[config.mk]
export PLATFORM = sky130hd
export DESIGN_NAME = dmem_port_arbiter
export DESIGN_NICKNAME = d
export VERILOG_FILES = /design/src/rtl/dmem_port_arbiter.sv
export SDC_FILE = /design/constraint.sdc
export NUM_CORES = 1
export LEC_CHECK = 0
export CAP_MARGIN = 10
export CORE_AREA = 5 5 227 229
export CTS_CLUSTER_SIZE = 40
export DETAILED_ROUTE_END_ITERATION = 10
export DIE_AREA = 0 0 232 234
export HOLD_SLACK_MARGIN = 0.03
export PLACE_DENSITY = 0.51
export SLEW_MARGIN = 5
export SYNTH_ARGS = -nofsm -noshare
export SYNTH_HDL_FRONTEND = slang
export SYNTH_SLANG_ARGS = --single-unit
[constraint.sdc]
create_clock -name clk -period 2.3 [get_ports clk]
set_input_delay 0.575 -clock clk [delete_from_list [all_inputs] [get_ports clk]]
set_output_delay 0.575 -clock clk [all_outputs]
set_load 0.05 [all_outputs]
[src/rtl/dmem_port_arbiter.sv]
// dmem_port_arbiter: shares one data-memory port between the LSU (priority) and the coprocessor, with a starvation guard and a bus timeout.
module dmem_port_arbiter #(
  parameter int ADDR_WIDTH = 64,
  parameter int DATA_WIDTH = 64,
  parameter int STARVE_LIMIT = 4,
  parameter int TIMEOUT_CYCLES = 256
) (
  input  logic                  clk,
  input  logic                  reset,
  input  logic                  lsu_read,
  input  logic                  lsu_write,
  input  logic [ADDR_WIDTH-1:0] lsu_addr,
  input  logic [DATA_WIDTH-1:0] lsu_wdata,
  output logic [DATA_WIDTH-1:0] lsu_rdata,
  output logic                  lsu_done,
  output logic                  lsu_err,
  input  logic                  cp_read,
  input  logic                  cp_write,
  input  logic [ADDR_WIDTH-1:0] cp_addr,
  input  logic [DATA_WIDTH-1:0] cp_wdata,
  output logic [DATA_WIDTH-1:0] cp_rdata,
  output logic                  cp_done,
  output logic                  cp_err,
  output logic [ADDR_WIDTH-1:0] dmem_addr,
  output logic [DATA_WIDTH-1:0] dmem_write_data,
  output logic                  dmem_read,
  output logic                  dmem_write,
  input  logic [DATA_WIDTH-1:0] dmem_read_data,
  input  logic                  dmem_ready,
  output logic                  busy
);
  localparam int SW = STARVE_LIMIT > 0 ? $clog2(STARVE_LIMIT + 1) : 1;
  localparam int TW = TIMEOUT_CYCLES > 1 ? $clog2(TIMEOUT_CYCLES) : 1;
  typedef enum logic [1:0] {IDLE, GRANT_LSU, GRANT_CP} state_t;
  state_t state, state_n;
  logic [SW-1:0] starve_cnt;
  logic [TW-1:0] tcnt;
  logic lsu_req, cp_req, pick_cp, expire, finish;
  // A requester still showing its done pulse is masked so a held request is not served twice.
  always_comb begin
    lsu_req = (lsu_read | lsu_write) & ~lsu_done;
    cp_req = (cp_read | cp_write) & ~cp_done;
    pick_cp = cp_req & (~lsu_req | (starve_cnt == SW'(STARVE_LIMIT)));
    expire = (TIMEOUT_CYCLES != 0) && !dmem_ready && (tcnt == TW'(TIMEOUT_CYCLES - 1));
    finish = dmem_ready | expire;
    state_n = state;
    if (state == IDLE) state_n = pick_cp ? GRANT_CP : lsu_req ? GRANT_LSU : IDLE;
    else if (finish) state_n = IDLE;
  end
  always_ff @(posedge clk) begin
    if (reset) begin
      state <= IDLE;
      busy <= 1'b0;
      dmem_addr <= '0;
      dmem_write_data <= '0;
      dmem_read <= 1'b0;
      dmem_write <= 1'b0;
      lsu_rdata <= '0;
      cp_rdata <= '0;
      lsu_done <= 1'b0;
      lsu_err <= 1'b0;
      cp_done <= 1'b0;
      cp_err <= 1'b0;
      starve_cnt <= '0;
      tcnt <= '0;
    end else begin
      state <= state_n;
      busy <= state_n != IDLE;
      lsu_done <= 1'b0;
      lsu_err <= 1'b0;
      cp_done <= 1'b0;
      cp_err <= 1'b0;
      if (state == IDLE) begin
        tcnt <= '0;
        if (state_n != IDLE) begin
          dmem_addr <= pick_cp ? cp_addr : lsu_addr;
          dmem_write_data <= pick_cp ? cp_wdata : lsu_wdata;
          dmem_write <= pick_cp ? cp_write : lsu_write;
          dmem_read <= pick_cp ? cp_read & ~cp_write : lsu_read & ~lsu_write;
          starve_cnt <= pick_cp ? '0 :
                        (cp_req && starve_cnt != SW'(STARVE_LIMIT)) ? starve_cnt + 1'b1 : starve_cnt;
        end
      end else if (finish) begin
        dmem_read <= 1'b0;
        dmem_write <= 1'b0;
        if (state == GRANT_LSU) begin
          lsu_done <= 1'b1;
          lsu_err <= expire;
          if (dmem_ready && dmem_read) lsu_rdata <= dmem_read_data;
        end else begin
          cp_done <= 1'b1;
          cp_err <= expire;
          if (dmem_ready && dmem_read) cp_rdata <= dmem_read_data;
        end
      end else begin
        tcnt <= tcnt + 1'b1;
      end
    end
  end
endmodule

Yosys cells after proc, flatten, opt, wreduce, memory -nomap -nowiden
Index checks and enable logic that the tools add are counted.

Add/subtract/negate cells: 2. Eq/ne operators: 5. Multiplexer cells: 17. Bitwise gates (word level): 17. Reduce and logical (&&, ||, !) cells: 17.

Operators with widths (number): 64-bit two-way mux (2); 1-bit two-way mux (10); 8-bit by 1-bit adder with 8-bit output, second input constant (1); 8-bit == test, second input constant (1); 1-bit inverter (8); 4-bit AND reduction (2); 4-bit OR reduction (2); 2-bit two-way mux (3); 3-bit two-way mux (2); 2-bit nonzero test (3); 1-bit bitwise AND (5); 1-bit bitwise OR (4); 2-bit AND reduction (2); 3-bit by 1-bit adder with 3-bit output, second input constant (1); 3-bit == test, second input constant (1); 1-bit logical AND (3); 3-bit inequality test, second input constant (1); 3-bit AND reduction (1); 3-bit OR reduction (1); 2-bit by 1-bit == test with 1-bit output, second input constant (1); 2-bit zero test (1); 2-bit by 1-bit inequality test with 1-bit output, second input constant (1); 2-bit OR reduction (1); 1-bit zero test (1).

Flip-flop bits (word level): 276. Input port bits: 327. Output and inout port bits: 263. Logic and storage cells: 72.

Longest topological paths before layout
Word-level depth: 10. Mapped depth: 8. Depth with buffers taken out: 6.

Worst setup path after synthesis
OpenSTA, ideal clock, no wires.

Path type: register to register. From: reg lsu_done. To: reg dmem_addr[44]. Library setup time: 0.070 ns. Arrival: 1.599 ns. Required time: 2.230 ns. Setup slack: 0.631 ns. Cell stages (with the launch flop): 7. Buffers on the path: 2. Clock period less this slack: 1.669 ns. Cell sequence: dfxtp_1 o21ba_2 a21oi_2 buf_2 buf_2 a21oi_1 a21oi_1.

Longest elaborated chain between the ends: 9. Elaborated cells on any way between the ends: 11. Classes of those cells: mux: 4; bitwise: 5; reduce/logical: 2.

RTL lines: start: declaration (RTL line 15) `output logic lsu_done,`; start signal: assignment (RTL line 60) `lsu_done <= 1'b0;`; start signal: assignment (RTL line 69) `lsu_done <= 1'b0;`; start signal: assignment (RTL line 87) `lsu_done <= 1'b1;`; 1-bit inverter * (RTL line 41) `lsu_req = (lsu_read | lsu_write) & ~lsu_done;`; 1-bit bitwise AND * (RTL line 41); 1-bit inverter (RTL line 43) `pick_cp = cp_req & (~lsu_req | (starve_cnt == SW'(STARVE_LIMIT)));`; 1-bit bitwise OR (RTL line 43); 1-bit bitwise AND (RTL line 43); 2-bit two-way mux (2 in series) (RTL line 47) `if (state == IDLE) state_n = pick_cp ? GRANT_CP : lsu_req ? GRANT_LSU : IDLE;`; 2-bit nonzero test (RTL line 75) `if (state_n != IDLE) begin`; 2-bit AND reduction (no line); end signal: assignment (RTL line 76) `dmem_addr <= pick_cp ? cp_addr : lsu_addr;`; end: declaration (RTL line 24) `output logic [ADDR_WIDTH-1:0] dmem_addr,`.

Mark *: on every way between the ends. The rest lies on a longest branch, timed or not. A chain may end at the register's enable or synchronous reset.

Worst setup path in the final report
From: reg dmem_addr[51]. To: out dmem_addr[51].

No word-level cell between the ends.

==> results.txt <==
die area = 54300 sq um
First-pass DRT Iterations = 7
initial antenna violation count = 17
number of global-route vias before repair = 12000
Finished Layout Cells = 2669
Ports = 590
slew margin rel. = 55.4%
Slew Viols, Final = 0
number of port buffers = 589
Area growth syn-to-layout = 76.1%
HPWL after detailed placement = 40.0 mm
fin util = 38.1%
WS Path Type = flop to output pin
fmax = 442 MHz
die height = 234 microns
number of routed nets with antenna violations = 0
Residual DRC = 0
post-synthesis sequential area ratio = 51.7%
fin nets = 2288
Pleak = 8.33 nW
peak supply drop = 484 uV
Tcrit/Tclk final = 98.3%
Synth Area per Inst = 7.77 sq um
Yosys cell types = 46
min Tclk post-route = 2.26 ns
max-cap violations = 0
global-route wire length before repair = 75.9 mm
clock tree sinks = 276
placer congestion estimate = 0.859
pin count of the biggest net entering global routing = 140
Worst-Skew Late Latency = 0.53 ns
Crit path max-delay family = buffers and inverters
first-iteration detailed-routing DRC count = 681
Final Hold Vio Count = 0
row count = 82
H-tree level count = 2
chip width = 232 microns
syn_nets = 1707
sequence of cells on the critical path = clkdlybuf4s50_1
worst slew pin tran = 0.670 ns
Yosys reg bits = 276
skew final = 0.0197 ns
CTS tree = done
root buffer cell = clkbuf_16
cell count after placement = 2591
vias per cell = 4.50
# setup viols final = 0
Hold Path Class = flop to flop
switch share = 33.2%
CP max stage delay = 0.84 ns
Inserted Clock Buffers = 37
synth warn = 0
clk slew on worst S/H paths = 0.05 ns
P_int = 10.1 mW
startpoint types = flop
PwrDens = 799 nW/um^2
routed vias = 12000
core area = 49500 sq um
hold bufs inserted after CTS = 0
Post-Route WL = 53.3 mm
Fin Hold WS = 0.449 ns
unrepaired setup endpoints after global routing = false
GRT overflow = 0
crit-path max FO = 2
Syn Inst Count = 1377
Net Sw Power = 4.99 mW
Comb power frac = 27.4%
crit path DAT = 1.69 ns
total track usage = 18.1%
share of total power in sequential cells = 35.7%
WP buf/inv = 1
setup TNS = 0 ns
share of total power in the clock network = 36.9%
Worst setup EP type = output pin
Worst EP required = 1.73 ns
CP max stage cell = clkdlybuf4s50_1
Netlist Area Pre-Place = 10700 sq um
WL per Instance = 20.0 microns
Starting Density = 21.6%
share of layout cells above drive strength 1 = 7.71%
run status = complete, no violations
Clock Tree Buf Depth = 3
-- flip-flops by register name, indices dropped and copies added (netlist names) --
signal	flops
busy	1
cp_done	1
cp_err	1
cp_rdata	64
dmem_addr	64
dmem_read	1
dmem_write	1
dmem_write_data	64
lsu_done	1
lsu_err	1
lsu_rdata	64
starve_cnt	3
state	2
tcnt	8
-- layout make-up --
class                           count  area, sq um
Multi-Input combinational cell    979         4640
Tap cell                          672          841
Timing Repair Buffer              657         6590
Clock buffer                       55         1070
Fill cell                        5203        30600
Clock inverter                     10         96.3
Inverter                            7         27.5
Antenna cell                       13         32.5
Sequential cell                   276         5530
-- worst min-delay path, cell delays in order (launching register included) --
cell	delay [ns]
dfxtp_1	0.30
nand2_1	0.05
a21oi_1	0.05
-- per-stage QoR --
| step | worst slack [ns] | instance area (sq um) | power (mW) |
|---|---|---|---|
| floorplan | 0.631 | 10700 | 7.73 |
| CTS | 0.00000422 | 18700 | 15.3 |
| global route | 0.000580 | 18800 | 15.7 |
| global placement | -0.0346 | 17700 | 9.69 |
| finish | 0.0400 | 18800 | 15.0 |
| detailed placement | -0.0972 | 17700 | 9.72 |
-- cells in the final DEF (no fill, tap or decap), types with 3 or more instances in the layout --
cell,synthesis,final
nand2_1,393,393
a21oi_1,391,391
clkdlybuf4s50_1,0,383
dfxtp_1,276,276
dlygate4sd2_1,0,142
o21ai_0,132,132
buf_4,1,59
dlymetal6s2s_1,0,52
clkbuf_16,0,37
buf_12,0,21
diode_2,0,13
nor2_1,10,10
clkbuf_1,43,10
clkbuf_8,1,8
inv_1,7,6
xnor2_1,5,5
clkinv_2,0,4
nor3_1,4,4
ha_1,3,3
clkinv_4,0,3
-- cell families (layout without fill, tap and decap cells) --
logic type	Yosys count	count (layout)	share of synthesized area, %
compound gates	544	544	26.5
simple gates	426	426	15.7
flops	276	276	51.7
buf+inv	122	729	5.31
xor+xnor	5	5	0.410
fa+ha+maj	3	3	0.351
mux	1	1	0.0936
other cells	0	13	0
-- synth_stat cells (all sizes together) --
cell	n	area (sq um)
a2111oi	2	55.1
a211oi	2	15.0
a21boi	1	11.3
a21oi	393	1970
a22oi	1	7.51
a31o	1	8.76
a32oi	1	8.76
a41o	1	11.3
and2	1	6.26
and3	2	12.5
and4	1	8.76
buf	70	362
clkbuf	45	180
dfxtp	276	5530
ha	3	37.5
inv	7	26.3
mux2i	1	10.0
nand2	393	1480
nand2b	2	15.0
nand3	3	15.0
nand4	2	12.5
nor2	12	68.8
nor2b	1	6.26
nor3	4	20.0
nor3b	2	15.0
o2111ai	1	8.76
o21ai	135	679
o21ba	2	20.0
o21bai	2	15.0
o221ai	1	8.76
o311ai	1	8.76
or2	1	6.26
or3	1	6.26
or4	1	7.51
xnor2	5	43.8
-- path summary, 6_finish.rpt --
check	from	to	slack, ns	depth (start not counted)
hold reg to reg	lsu_rdata[57]	lsu_rdata[57]	0.45	2
setup / recovery	dmem_addr[51]	dmem_addr[51]	0.04	1
setup reg to reg	starve_cnt[0]	dmem_write_data[25]	0.51	7
hold / removal	lsu_rdata[57]	lsu_rdata[57]	0.45	2
-- power groups by stage --
stage                     clock network, mW  registers [mW]  logic (mW)
after floorplan                           0            6.73        1.00
after global placement                    0            5.46        4.23
after detailed placement                  0            5.47        4.25
after CTS                              5.74            5.37        4.17
after global routing                   5.92            5.41        4.38
final                                  5.55            5.37        4.13
-- layer usage --
metal	GRT usage, %	wire length [microns]	vias to the layer above	share of wire [%]
met2	30.2	25400	484	48
met4	6.52	1420	4	2.7
li1	-	-	5835	-
met3	8.33	6040	82	11
met1	20.5	20500	5609	38
met5	0	26	-	0.049
-- timing repair --
action	4_1_cts	5_1_grt
buffers inserted	0	0
endpoints found under the setup margin	142	52
gates cloned	0	0
resized for setup	142	52
No activity file was read; power rests on OpenSTA's default activity.
